==> src/rtl/core_seq.sv <==
// core_seq: multi-cycle FETCH/DECODE/EXEC/WB sequencer for the RV32 core.
// It owns the PC and instruction register, fetches over a req/ack handshake,
// and parks in a sticky TRAP state on an illegal opcode, a misaligned jump
// target or a fetch timeout.
module core_seq #(
    parameter logic [31:0] RESET_PC      = 32'h0000_0000,
    parameter int unsigned FETCH_TIMEOUT = 16
) (
    input  logic        clk,
    input  logic        rst_n,
    input  logic        run,
    output logic        imem_req,
    output logic [31:0] imem_addr,
    input  logic        imem_ack,
    input  logic [31:0] imem_rdata,
    output logic [31:0] ir,
    input  logic [6:0]  dec_opcode,
    input  logic        dec_we,
    input  logic        dec_writeback,
    input  logic [4:0]  dec_rd,
    input  logic [31:0] dec_imm,
    output logic        rf_we,
    output logic        wb_sel,
    output logic [31:0] link_data,
    output logic [31:0] pc,
    output logic [2:0]  state,
    output logic [31:0] instret,
    output logic        trap,
    output logic [1:0]  trap_cause
);

    typedef enum logic [2:0] {
        ST_FETCH  = 3'd0,
        ST_DECODE = 3'd1,
        ST_EXEC   = 3'd2,
        ST_WB     = 3'd3,
        ST_TRAP   = 3'd4
    } state_t;

    localparam logic [6:0] OP_R   = 7'b0110011;
    localparam logic [6:0] OP_I   = 7'b0010011;
    localparam logic [6:0] OP_LUI = 7'b0110111;
    localparam logic [6:0] OP_JAL = 7'b1101111;

    localparam logic [31:0] NOP_INSN = 32'h0000_0013;

    localparam logic [1:0] CAUSE_ILLEGAL   = 2'b01;
    localparam logic [1:0] CAUSE_TIMEOUT   = 2'b10;
    localparam logic [1:0] CAUSE_MISALIGN  = 2'b11;

    state_t      state_q, state_d;
    logic [31:0] pc_q, pc_d;
    logic [31:0] ir_q, ir_d;
    logic [31:0] instret_q, instret_d;
    logic [31:0] tmo_cnt_q, tmo_cnt_d;
    logic        pending_q, pending_d;
    logic [1:0]  cause_q, cause_d;

    logic        is_jal;
    logic        op_legal;
    logic [31:0] jal_target;
    logic [31:0] tmo_inc;
    logic        timeout_hit;

    assign is_jal      = (dec_opcode == OP_JAL);
    assign op_legal    = (dec_opcode == OP_R) || (dec_opcode == OP_I) ||
                         (dec_opcode == OP_LUI) || (dec_opcode == OP_JAL);
    assign jal_target  = pc_q + dec_imm;
    assign tmo_inc     = tmo_cnt_q + 32'd1;
    assign timeout_hit = (FETCH_TIMEOUT != 0) && (tmo_inc == FETCH_TIMEOUT);

    // Handshake and writeback outputs; both strobes are forced low while reset is held.
    always_comb begin
        imem_req   = 1'b0;
        rf_we      = 1'b0;
        wb_sel     = 1'b0;
        if (rst_n && (state_q == ST_FETCH)) begin
            imem_req = run || pending_q;
        end
        if (rst_n && (state_q == ST_WB)) begin
            rf_we  = dec_we && (dec_rd != 5'd0);
            wb_sel = dec_writeback;
        end
        imem_addr  = pc_q;
        ir         = ir_q;
        link_data  = pc_q + 32'd4;
        pc         = pc_q;
        state      = state_q;
        instret    = instret_q;
        trap       = (state_q == ST_TRAP);
        trap_cause = cause_q;
    end

    // Next-state logic: step FETCH->DECODE->EXEC->WB, diverting to TRAP on faults.
    always_comb begin
        state_d   = state_q;
        pc_d      = pc_q;
        ir_d      = ir_q;
        instret_d = instret_q;
        tmo_cnt_d = tmo_cnt_q;
        pending_d = pending_q;
        cause_d   = cause_q;
        case (state_q)
            ST_FETCH: begin
                if (imem_req) begin
                    if (imem_ack) begin
                        ir_d      = imem_rdata;
                        pending_d = 1'b0;
                        tmo_cnt_d = 32'd0;
                        state_d   = ST_DECODE;
                    end else if (timeout_hit) begin
                        pending_d = 1'b0;
                        tmo_cnt_d = tmo_inc;
                        cause_d   = CAUSE_TIMEOUT;
                        state_d   = ST_TRAP;
                    end else begin
                        pending_d = 1'b1;
                        tmo_cnt_d = tmo_inc;
                    end
                end
            end
            ST_DECODE: begin
                if (!op_legal) begin
                    cause_d = CAUSE_ILLEGAL;
                    state_d = ST_TRAP;
                end else begin
                    state_d = ST_EXEC;
                end
            end
            ST_EXEC: begin
                if (is_jal && (jal_target[1:0] != 2'b00)) begin
                    cause_d = CAUSE_MISALIGN;
                    state_d = ST_TRAP;
                end else begin
                    state_d = ST_WB;
                end
            end
            ST_WB: begin
                pc_d      = is_jal ? jal_target : (pc_q + 32'd4);
                instret_d = instret_q + 32'd1;
                state_d   = ST_FETCH;
            end
            ST_TRAP: begin
                state_d = ST_TRAP;
            end
            default: begin
                state_d = ST_FETCH;
            end
        endcase
    end

    // Architectural and sequencing registers; reset abandons any outstanding fetch.
    always_ff @(posedge clk or negedge rst_n) begin
        if (!rst_n) begin
            state_q   <= ST_FETCH;
            pc_q      <= RESET_PC;
            ir_q      <= NOP_INSN;
            instret_q <= 32'd0;
            tmo_cnt_q <= 32'd0;
            pending_q <= 1'b0;
            cause_q   <= 2'b00;
        end else begin
            state_q   <= state_d;
            pc_q      <= pc_d;
            ir_q      <= ir_d;
            instret_q <= instret_d;
            tmo_cnt_q <= tmo_cnt_d;
            pending_q <= pending_d;
            cause_q   <= cause_d;
        end
    end

endmodule

==> config.mk <==
export PLATFORM = sky130hd
export DESIGN_NAME = core_seq
export DESIGN_NICKNAME = d
export VERILOG_FILES = /design/src/rtl/core_seq.sv
export SDC_FILE = /design/constraint.sdc
export NUM_CORES = 1
export LEC_CHECK = 0
export ABC_AREA = 1
export BUFFER_PORTS_ARGS = -buffer_cell sky130_fd_sc_hd__buf_2
export CAP_MARGIN = 20
export CELL_PAD_IN_SITES_DETAIL_PLACEMENT = 1
export CELL_PAD_IN_SITES_GLOBAL_PLACEMENT = 1
export CORE_ASPECT_RATIO = 1.1
export CORE_MARGIN = 2
export CORE_UTILIZATION = 39
export CTS_BUF_LIST = sky130_fd_sc_hd__clkbuf_4 sky130_fd_sc_hd__clkbuf_8
export CTS_CLUSTER_SIZE = 40
export DETAILED_ROUTE_END_ITERATION = 7
export GPL_ROUTABILITY_DRIVEN = 0
export PLACE_DENSITY_LB_ADDON = 0.12
export SLEW_MARGIN = 20
export SYNTH_ARGS = -nofsm -noshare
export SYNTH_HDL_FRONTEND = slang
export SYNTH_SLANG_ARGS = --single-unit
==> constraint.sdc <==
create_clock -name clk -period 2.9 [get_ports clk]
set_input_delay 0.29 -clock clk [delete_from_list [all_inputs] [get_ports clk]]
set_output_delay 0.29 -clock clk [all_outputs]
set_load 0.03 [all_outputs]
== After elaboration in Yosys (flattened, before gate mapping) ==
Cells that the tools add are included.

* Add/subtract/negate cells: 4
* Equal/unequal tests: 15
* Mux-type cells: 19
* Reduce and logical (&&, ||, !) cells: 16

{| class="wikitable"
|+ Operators with widths
! operator !! number
|-
| adder 32 x 1 -> 32 bit (second input constant) || 2
|-
| 2-to-1 mux 32 bit || 2
|-
| adder 32 x 3 -> 32 bit (second input constant) || 1
|-
| adder 32 bit || 1
|-
| == test 32 x 5 -> 1 bit (second input constant) || 1
|-
| 2-to-1 mux 3 bit || 5
|-
| == test 7 x 6 -> 1 bit (second input constant) || 2
|-
| one-hot mux 3 bit (4 select lines) || 1
|-
| 2-to-1 mux 2 bit || 5
|-
| != test 2 bit (second input constant) || 5
|-
| == test 7 x 5 -> 1 bit (second input constant) || 1
|-
| == test 7 bit (second input constant) || 1
|-
| == test 3 x 2 -> 1 bit (second input constant) || 2
|-
| one-hot mux 2 bit (3 select lines) || 1
|-
| AND reduction 6 bit || 1
|-
| 2-to-1 mux 1 bit || 5
|-
| nonzero test 5 bit || 1
|-
| logical AND 1 bit || 4
|-
| logical OR 1 bit || 4
|-
| AND reduction 2 bit || 2
|-
| == test 3 x 1 -> 1 bit (second input constant) || 1
|-
| == test 3 bit (second input constant) || 1
|-
| zero test 3 bit || 1
|-
| != test 3 bit (second input constant) || 1
|-
| other kinds (3) || 3
|}

* Register bits: 134
* Bits of input ports: 82

== Longest topological paths before layout ==
Gate-level depths: netlist of the first run.

* Word-level depth: 6
* Gate-level depth with buffers: 16

== Worst setup path after synthesis of the first run ==
Ideal clock, no wire load.

* Path type: register to register
* From: register pc_q[2] (netlist: imem_addr[2])
* To: register pc_q[26] (netlist: imem_addr[26])
* Arrival: 2.389 ns
* Data required time: 2.817 ns
* Setup slack: 0.428 ns
* Cell stages (with the launch flop): 13
* Path buffers: 0
* Period minus slack after synthesis: 2.472 ns
* Cells stage by stage: dfrtp_1 -> ha_1 -> nand3_1 -> inv_1 -> nand2_1 -> inv_1 -> nand2_1 -> inv_1 -> nand3_1 -> nor2_1 -> xor2_1 -> o21ai_0 -> o21ai_0

* Word-level cells in the longest chain between the ends: 2
* Elaborated cells on any way between the ends: 3

{| class="wikitable"
|+ RTL lines
! what !! line !! text
|-
| start, declared || 52 || <nowiki>logic [31:0] pc_q, pc_d;</nowiki>
|-
| start signal, assigned || 164 || <nowiki>pc_q <= pc_d;</nowiki>
|-
| adder 32 x 3 -> 32 bit || - ||
|-
| net link_data[26] || 24 || <nowiki>output logic [31:0] link_data,</nowiki>
|-
| 2-to-1 mux 32 bit || 139 || <nowiki>pc_d = is_jal ? jal_target : (pc_q + 32'd4);</nowiki>
|}

The timed path passes the listed nets, and every way through them passes these cells.
A chain may end at the register's enable or synchronous reset.

== Worst setup path after layout of the first run ==
* From: register pc_q[10] (netlist: imem_addr[10])
* To: output port link_data[31]

* Word-level cells in the longest chain between the ends: 1

{| class="wikitable"
|+ RTL lines
! what !! line !! text
|-
| adder 32 x 3 -> 32 bit || 86 || <nowiki>link_data = pc_q + 32'd4;</nowiki>
|-
| end, declared || 24 ||
|}

No other way between the ends.

==> results of run 1 <==
Yosys cell counts, types with 2 or more instances:
| master | number |
|---|---|
| nand2_1 | 342 |
| inv_1 | 151 |
| nor2_1 | 137 |
| dfrtp_1 | 131 |
| nand3_1 | 97 |
| o21ai_0 | 81 |
| a21oi_1 | 47 |
| xor2_1 | 45 |
| ha_1 | 35 |
| buf_4 | 34 |
| nor3_1 | 26 |
| xnor2_1 | 24 |
| mux2_2 | 19 |
| nand4_1 | 19 |
| mux2_1 | 13 |
| clkbuf_1 | 11 |
| nor2_2 | 11 |
| o22ai_1 | 11 |
| nand2_2 | 8 |
| nor2_4 | 7 |
| nor4_1 | 6 |
| o211ai_1 | 6 |
| a22oi_1 | 5 |
| buf_2 | 5 |
| o21a_1 | 4 |
| or2_2 | 4 |
| a21o_1 | 3 |
| a22o_1 | 3 |
| dfstp_2 | 3 |
| nand3_2 | 3 |
| o21ai_1 | 3 |
| buf_1 | 2 |
| inv_2 | 2 |
| nand3b_1 | 2 |
| nor3_2 | 2 |
| nor3_4 | 2 |
| o221ai_1 | 2 |
| or3_1 | 2 |
report_power, final:
group          internal [µW]  switching [µW]
Combinational           2120            4960
Sequential              2340             541
Clock                    647             929
Total                   5110            6430
registers in the layout, summed over array words and instances, names as in the netlist:
signal	cells
ir	32
tmo_cnt_q	32
trap_cause	2
instret	32
pending_q	1
imem_addr	32
state	3
how the worst max path moves through the flow:
stage             startpoint             to
2_1_floorplan   imem_addr[2]  imem_addr[26]
3_3_place_gp    imem_addr[8]  link_data[29]
3_5_place_dp    imem_addr[2]  imem_addr[21]
4_1_cts         imem_addr[3]  link_data[20]
5_1_grt         imem_addr[4]  link_data[17]
6_report       imem_addr[10]  link_data[31]
kinds of logic after synthesis:
| group | count (synthesis) |
|---|---|
| AND/OR/NAND/NOR | 676 |
| AO/OA/AOI/OAI | 168 |
| multiplexers | 32 |
| adder cells (fa/ha/maj) | 36 |
| flip-flops | 134 |
| buffers and inverters | 206 |
| XOR/XNOR | 69 |
timing repair:
action | 4_1_cts | 5_1_grt
endpoints found under the setup margin | 5 | 12
setup buffers | 0 | 2
resized for setup | 3 | 17
hold buffers | 1 | 0
endpoints found under the hold margin | 28 | 0
per-stage QoR:
stage,hold slack [ns],power [µW]
final,0.0276,11500
after CTS,0.00493,11500
after detailed placement,0.466,9910
after global placement,0.458,9780
after floorplan,-0.00559,7740
after global routing,0.0195,12300
layout make-up:
class,count,area [µm²]
sequential,134,3360
tap,310,388
timing repair buffer,276,1490
clock inverter,15,151
clock buffer,17,234
fill,3215,12700
inverter,154,578
multi-input combinational,981,5400
layer usage:
layer / up-vias / global-route usage, % / part of all wire [%]
met3: 46 / 3.33 / 3.8
li1: 4763 / - / -
met4: 2 / 8.90 / 2.5
met2: 228 / 48.6 / 51
met5: - / 0 / 0.020
met1: 4748 / 32.4 / 42
==> impl_metrics.yaml, run 1 <==
critical_path:
  start_kind: "register"
  reg2regPathDepth: 14
  cp_max_fo: 6
  cp_data_required_time_ns: 2.61
  worstSetupPathType: "register to output pin"
  end_kind: "output pin"
  crit_family: "simple AND/OR/NAND/NOR gates"
  r2r-end: "imem_addr[27]"
  worst_ep_arrival_time_ns: 2.47
  cp_num_buf_inv: 2
  cp_slowest_cell: "or3_1"
  rr_startpoint: "imem_addr[2]"
  crit_top_cell: "nand2_1"
  crit_path_cell_trace: "buf_4 -> nand2_1 -> nor3_1 -> nand3_1 -> or3_1 -> nand2_1 -> buf_2"
  critPathMaxStageDelay_ns: 0.47
  cp_num_cells: 7
  r2r_slack_ns: 0.24
outcome:
  status: "complete, no violations"
route:
  vias: 9787
  wire_per_inst_um: 18.4
  antenna_left: 0
  drtPass1Iterations: 5
  drc: 0
  routed_wl_mm: 34.7
  drt_iter0_drc: 431
  viasPerCell: 5.19
logic_synthesis:
  synth_simple_gate_area_share_pct: 31.1
  syn_avg_cell_area_um2: 7.27
  synthArstFlopShare_pct: 100
  yosys_register_bits: 134
  synth_top_family_by_area: "simple AND/OR/NAND/NOR gates"
  synth_cell_type_count: 51
  postSynthCellCount: 1321
  ys.flop_type: "dfrtp_1"
  synth_adder_area_share_pct: 4.77
  yosysSeqAreaShare_pct: 34.9
  yosys.area.top_type: "dfrtp_1"
  netlist_area_um2: 9610
  syn_nets: 1439
  yosysWarningCount: 0
  synth_top_area_share_pct: 34.1
  synth_area_leaders: "dfrtp_1 34%, nand2_1 13%, inv_1 5.9%"
  synth.mux.area_fraction_pct: 3.75
  synth_compound_area_share_pct: 9.72
  synth_edf_count: 0
  synth_xor_area_share_pct: 6.29
final_layout:
  utilization_pct: 47.7
  drive_above_1_share_pct: 24.4
  antenna_cells: 0
  areaGrowthSynthToFinish_pct: 20.7
  mostFrequentLayoutCell: "nand2_1"
  final_area_um2: 11600
  layout_common_cells: "342 x nand2_1, 247 x buf_2, 151 x inv_1"
  final_nets: 1682
  final_cells: 1887
clock_tree:
  clkLatencyLatePin_ns: 0.47
  cts_sinks: 134
  cts_tree: "yes"
  cts_max_level: 4
  clk_path_buf_depth: 2
  clk_pin_slew_ns: 0.11
  ctsRootBufferMaster: "clkbuf_8"
  cts_buffers: 17
sta:
  fin_ws_ns: 0.140
  skew_ns: 0.0207
  slew_viol_final: 0
  finalHoldViolCount: 0
  rsz0062_at_grt: "yes"
  finalCriticalPeriod_ns: 2.76
  final.setup.tns_ns: 0
  fin_crit_sh_pct: 95.2
  slew_headroom_pct: 51.7
  max_freq_mhz: 362
  setup_viol: 0
  tightestPinTransition_ns: 0.725
placement:
  dpl.hpwl_mm: 28.0
  placed_cells: 1852
  portBuffers: 250
  dpl_cell_area_um2: 11100
  post-place-ws_ns: 0.378
grt:
  grt_pass1_wl_mm: 54.4
  overflow: 0
  grt_pass1_vias: 10268
  antenna_found_initial: 1
  grt.total_usage_pct: 26.6
  grt_max_degree: 57
floorplan:
  num_rows: 60
  dieWidth_um: 154
  coreArea_um2: 24300
  ioPinCount: 251
  die-area_um2: 25900
  die_y_um: 169
  initial_core_util_pct: 39.5
min_path:
  worstHoldEndpoint: "ir[24]"
  worstHoldStart: "imem_rdata[24]"
  hp-class: "input port to register"
  whs_path_depth: 2
power:
  powerDensity_nw_per_um2: 995
  leakagePower_uw: 0.00583
  ir_worst_vdd_mv: 0.830
run:
  cap_violations: 0
(Power assumes the default switching activity.)
==> inputs of run 2 (changes only) <==
CORE_ASPECT_RATIO = 2   (was 1.1)
==> impl_metrics.yaml, run 2 (same netlist as run 1, synthesis figures left out) <==
outcome:
  status: "complete, no violations"
grt:
  grt.total_usage_pct: 29.9
  grt_pass1_wl_mm: 58.6
  grt_max_degree: 59
  overflow: 0
  antenna_found_initial: 0
  grt_pass1_vias: 11098
placement:
  portBuffers: 250
  post-place-ws_ns: 0.151
  dpl_cell_area_um2: 11100
  dpl.hpwl_mm: 31.0
clock_tree:
  ctsRootBufferMaster: "clkbuf_8"
  clkLatencyLatePin_ns: 0.49
  cts_sinks: 134
  clk_pin_slew_ns: 0.09
  clk_path_buf_depth: 2
  cts_tree: "yes"
  cts_buffers: 17
  cts_max_level: 4
power:
  ir_worst_vdd_mv: 0.772
  finalPower_uw: 12100
  pwr-share-clk_pct: 13.9
  swShare_pct: 54.7
  sequentialPowerShare_pct: 23.5
  pwr-share-comb_pct: 62.7
  leakagePower_uw: 0.00599
  powerDensity_nw_per_um2: 1010
  p_switching_uw: 6600
  internal_power_uw: 5460
final_layout:
  multiInputGateArea_um2: 5460
  final_nets: 1712
  fillers: 3175
  final_area_um2: 11900
  antenna_cells: 0
  areaGrowthSynthToFinish_pct: 24.3
  utilization_pct: 49.1
  drive_above_1_share_pct: 25.6
  regArea_um2: 3360
  layout_common_cells: "341 x nand2_1, 245 x buf_2, 149 x inv_1"
  mostFrequentLayoutCell: "nand2_1"
route:
  drtPass1Iterations: 4
  viasPerCell: 5.35
  vias: 10154
  antenna_left: 0
  routed_wl_mm: 38.2
  wire_per_inst_um: 20.1
  drt_iter0_drc: 389
  drc: 0
floorplan:
  die-area_um2: 26000
  num_rows: 81
  ioPinCount: 251
  die_y_um: 226
  dieWidth_um: 115
  initial_core_util_pct: 39.5
  coreArea_um2: 24300
min_path:
  hp-class: "input port to register"
critical_path:
  crit_start: "imem_addr[11]"
  worst_ep_arrival_time_ns: 2.53
  end_kind: "output pin"
  reg2regPathDepth: 11
  cp_data_required_time_ns: 2.61
  endpoint: "link_data[30]"
  r2r_slack_ns: 0.10
  r2r-end: "imem_addr[23]"
  rr_startpoint: "imem_addr[2]"
  cp_max_fo: 7
  start_kind: "register"
  worstSetupPathType: "register to output pin"
sta:
  slew_headroom_pct: 42.2
  finalHoldViolCount: 0
  final.setup.tns_ns: 0
  tightestPinTransition_ns: 0.858
  slew_viol_final: 0
  setup_viol: 0
  max_freq_mhz: 355
  fin_ws_ns: 0.0796
  skew_ns: 0.0113
  finalCriticalPeriod_ns: 2.82
  fin_crit_sh_pct: 97.3
run:
  cap_violations: 0
run 2: cell count changes in the layout (fill, tap and decap cells not counted), sizes merged:
cell         change
buf             +12
bufinv           +2
clkbuf           +3
clkinv           +6
clkinvlp         -1
dlygate4sd3     +17
inv              -9
run 2: power groups by stage:
stage          Sequential [µW]  Combinational [µW]  Clock [µW]
5_1_grt                   2900                8130        1780
3_3_place_gp              2830                7180           0
3_5_place_dp              2860                7230           0
6_report                  2830                7560        1670
2_1_floorplan             3640                4100           0
4_1_cts                   2820                7410        1720
run 2: cell type report:
type,instances,area share (%)
Sequential cell,134,28.2
Tap cell,290,3.04
Inverter,154,4.84
Multi-Input combinational cell,981,45.7
Timing Repair Buffer,306,14.9
Clock buffer,19,2.14
Clock inverter,13,1.24
run 2: per-layer routing:
metal	share of wire (%)	GRT usage (%)	vias up
li1	-	-	4821
met1	33	26.5	4969
met2	58	59.6	253
met3	2.9	4.83	111
met4	6.8	18.8	0
met5	0	0	-
run 2: metrics by stage:
step                hold slack, ns  instances
CTS                       0.000579       1892
floorplan                 -0.00559       1321
global placement             0.453       1835
finish                      0.0297       1897
detailed placement           0.455       1835
global route               0.00322       1897
run 2: worst min-delay path by stage:
stage,endpoint,start,cells past startpoint
4_1_cts,ir[1],imem_rdata[1],2
3_3_place_gp,imem_addr[18],rst_n,2
3_5_place_dp,imem_addr[18],rst_n,2
2_1_floorplan,imem_addr[0],rst_n,0
5_1_grt,ir[19],imem_rdata[19],2
6_report,ir[18],imem_rdata[18],2
run 2: critical path, cell delays in order, from the launching register on:
cell     delay [ns]
dfrtp_1        0.49
nand2_1        0.24
nor3_2         0.23
nand3_1        0.30
nor3_2         0.26
xor2_1         0.27
buf_2          0.25
run 2: timing repair:
action                     CTS  global route
hold buffers                18             0
buffers inserted             7             5
gates cloned                 0             0
setup endpoints to repair   12            13
hold endpoints to repair    44             0
pin swaps                    4             2
gates resized for setup     19            20
==> inputs of run 3 (changes only) <==
ABC_AREA = unset   (was 1)
CORE_UTILIZATION = 40   (was 39)
==> impl_metrics.yaml, run 3 <==
outcome:
  status: "finished with violations"
  violations: "negative setup slack"
route:
  antenna_left: 0
  wire_per_inst_um: 20.5
  vias: 9494
  viasPerCell: 5.60
  drc: 0
  drtPass1Iterations: 4
  drt_iter0_drc: 316
  routed_wl_mm: 34.8
final_layout:
  mostFrequentLayoutCell: "buf_2"
  areaGrowthSynthToFinish_pct: 41.0
  layout_common_cells: "237 x buf_2, 172 x buf_4, 126 x dfrtp_1"
  final_area_um2: 12600
  final_nets: 1523
  drive_above_1_share_pct: 41.5
critical_path:
  crit_top_cell: "buf_6"
  cp_max_fo: 5
  crit_family: "simple AND/OR/NAND/NOR gates"
  cp_num_buf_inv: 4
  start_kind: "register"
  cp_slowest_cell: "or3_4"
  critPathMaxStageDelay_ns: 0.38
  cp_data_required_time_ns: 2.61
  end_kind: "output pin"
  worstSetupPathType: "register to output pin"
  crit_path_cell_trace: "buf_4 -> ha_4 -> and3_4 -> nand3_4 -> or3_4 -> buf_6 -> nor2_4 -> buf_6 -> and3_4 -> xor2_4 -> buf_6"
  worst_ep_arrival_time_ns: 2.73
logic_synthesis:
  synth_xor_area_share_pct: 9.00
  yosysWarningCount: 0
  synth_commonest_cells: "131 x dfrtp_1, 106 x nand2_1, 88 x o21ai_0"
  synth_cell_type_count: 74
  synth.mux.area_fraction_pct: 4.74
  ys.flop_type: "dfrtp_1"
  synth_edf_count: 0
  postSynthCellCount: 1017
  synth_top_family_by_area: "simple AND/OR/NAND/NOR gates"
  yosysMostFrequentCell: "dfrtp_1"
  synth_top_area_share_pct: 36.6
  syn_nets: 1135
  synth_area_leaders: "dfrtp_1 37%, xnor2_1 5.4%, o21ai_0 4.9%"
  synthArstFlopShare_pct: 100
  syn_avg_cell_area_um2: 8.81
  synth_simple_gate_area_share_pct: 20.5
  netlist_area_um2: 8960
  yosysSeqAreaShare_pct: 37.5
  synth_compound_area_share_pct: 17.3
  yosys_register_bits: 134
  synth_adder_area_share_pct: 5.11
  yosys.area.top_type: "dfrtp_1"
power:
  finalPower_uw: 5950
  pwr-share-comb_pct: 34.9
  swShare_pct: 39.4
  leakagePower_uw: 0.00595
  p_switching_uw: 2340
  ir_worst_vdd_mv: 0.586
  internal_power_uw: 3610
  pwr-share-clk_pct: 25.5
  sequentialPowerShare_pct: 39.6
  powerDensity_nw_per_um2: 472
clock_tree:
  clkLatencyLatePin_ns: 0.49
  clk_path_buf_depth: 2
  cts_tree: "yes"
  cts_buffers: 17
  cts_sinks: 134
  clk_pin_slew_ns: 0.09
  ctsRootBufferMaster: "clkbuf_8"
  cts_max_level: 4
sta:
  finalHoldViolCount: 0
  tightestPinTransition_ns: 0.590
  rsz0062_at_grt: "yes"
  fin_ws_ns: -0.117
  skew_ns: 0.0137
  slew_headroom_pct: 60.7
  fin_crit_sh_pct: 104
  finalCriticalPeriod_ns: 3.02
  max_freq_mhz: 331
  setup_viol: 9
  slew_viol_final: 0
floorplan:
  dieWidth_um: 110
  die-area_um2: 23700
  num_rows: 77
  coreArea_um2: 22100
  initial_core_util_pct: 40.6
  ioPinCount: 251
  die_y_um: 216
grt:
  overflow: 0
  grt_max_degree: 103
  grt_pass1_vias: 10329
  grt.total_usage_pct: 29.8
  antenna_found_initial: 3
  grt_pass1_wl_mm: 53.7
placement:
  portBuffers: 250
  dpl.hpwl_mm: 25.8
  dpl_cell_area_um2: 11200
run:
  cap_violations: 0
min_path:
  hp-class: "input port to register"
-- run 3: changes by cell type after synthesis, moves of 11 or more --
cell and change:
a21o_1 +12, a21oi_1 +16, a31oi_1 +17, and3_1 +17
clkbuf_1 +23, inv_1 -136, mux2_1 -13, mux2_2 +16
nand2_1 -236, nand3_1 -39, nor2_1 -59, nor2_2 -11
o31ai_1 +15, xnor2_1 +31
-- run 3: what timing repair did --
item / CTS / global route
setup buffers: 28 / 20
hold endpoints to repair: 46 / 0
resized for setup: 70 / 44
setup endpoints to repair: 33 / 33
hold buffers: 15 / 0
pin swaps: 24 / 25
-- run 3: path summary, 6_finish.rpt --
path / startpoint / end / slack, ns / cells past startpoint
worst max-delay path: imem_addr[3] / link_data[20] / -0.12 / 11
worst min-delay path: imem_rdata[8] / ir[8] / 0.03 / 2
worst max register to register: tmo_cnt_q[1] / trap_cause[1] / -0.07 / 10
worst min register to register: instret[31] / instret[31] / 0.47 / 1
max in group asynchronous: rst_n / imem_addr[19] / 1.44 / 4
min in group asynchronous: rst_n / instret[16] / 0.44 / 3
-- run 3: power groups by stage --
stage	Combinational, µW	Clock, µW	Sequential [µW]
6_report	2080	1520	2360
5_1_grt	2240	1630	2400
4_1_cts	2060	1560	2350
3_5_place_dp	2000	0	2390
3_3_place_gp	1940	0	2350
2_1_floorplan	735	0	2890
-- run 3: cell type report --
cell class | instances | area, µm²
antenna | 2 | 5.00
clock buffer | 20 | 275
clock inverter | 12 | 93.8
fill | 2661 | 9440
inverter | 17 | 63.8
multi-input combinational | 788 | 5580
sequential | 134 | 3360
tap | 276 | 345
timing repair buffer | 447 | 2900
-- run 3: kinds of logic after synthesis --
family                     count (synthesis)
xor gates and xnor gates                  92
muxes                                     38
DFF                                      134
and+or+nand+nor                          365
AOI/OAI and AO/OA                        257
adders and majority gates                 36
buffers and inverters                     95
-- run 3: metrics by stage --
| stage | hold slack, ns | std cells | utilization, % | setup WS [ns] | setup TNS (ns) |
|---|---|---|---|---|---|
| 2_1_floorplan | -0.00559 | 1017 | - | -0.119 | -0.603 |
| 3_3_place_gp | 0.391 | 1599 | 50.8 | -0.195 | -1.05 |
| 3_5_place_dp | 0.394 | 1599 | 50.8 | -0.378 | -3.13 |
| 4_1_cts | 0.0000347 | 1674 | 55.5 | -0.0820 | -0.485 |
| 5_1_grt | 0.00760 | 1696 | 57.2 | -0.212 | -1.91 |
| 6_report | 0.0338 | 1696 | 57.2 | -0.117 | -0.528 |
-- run 3: per-layer routing --
| layer | up-vias | share of wire [%] | global-route usage [%] |
|---|---|---|---|
| met2 | 277 | 58 | 58.7 |
| met1 | 4721 | 32 | 27.1 |
| li1 | 4393 | - | - |
| met5 | - | 0.037 | 0 |
| met4 | 2 | 5.5 | 15.6 |
| met3 | 101 | 3.9 | 5.41 |
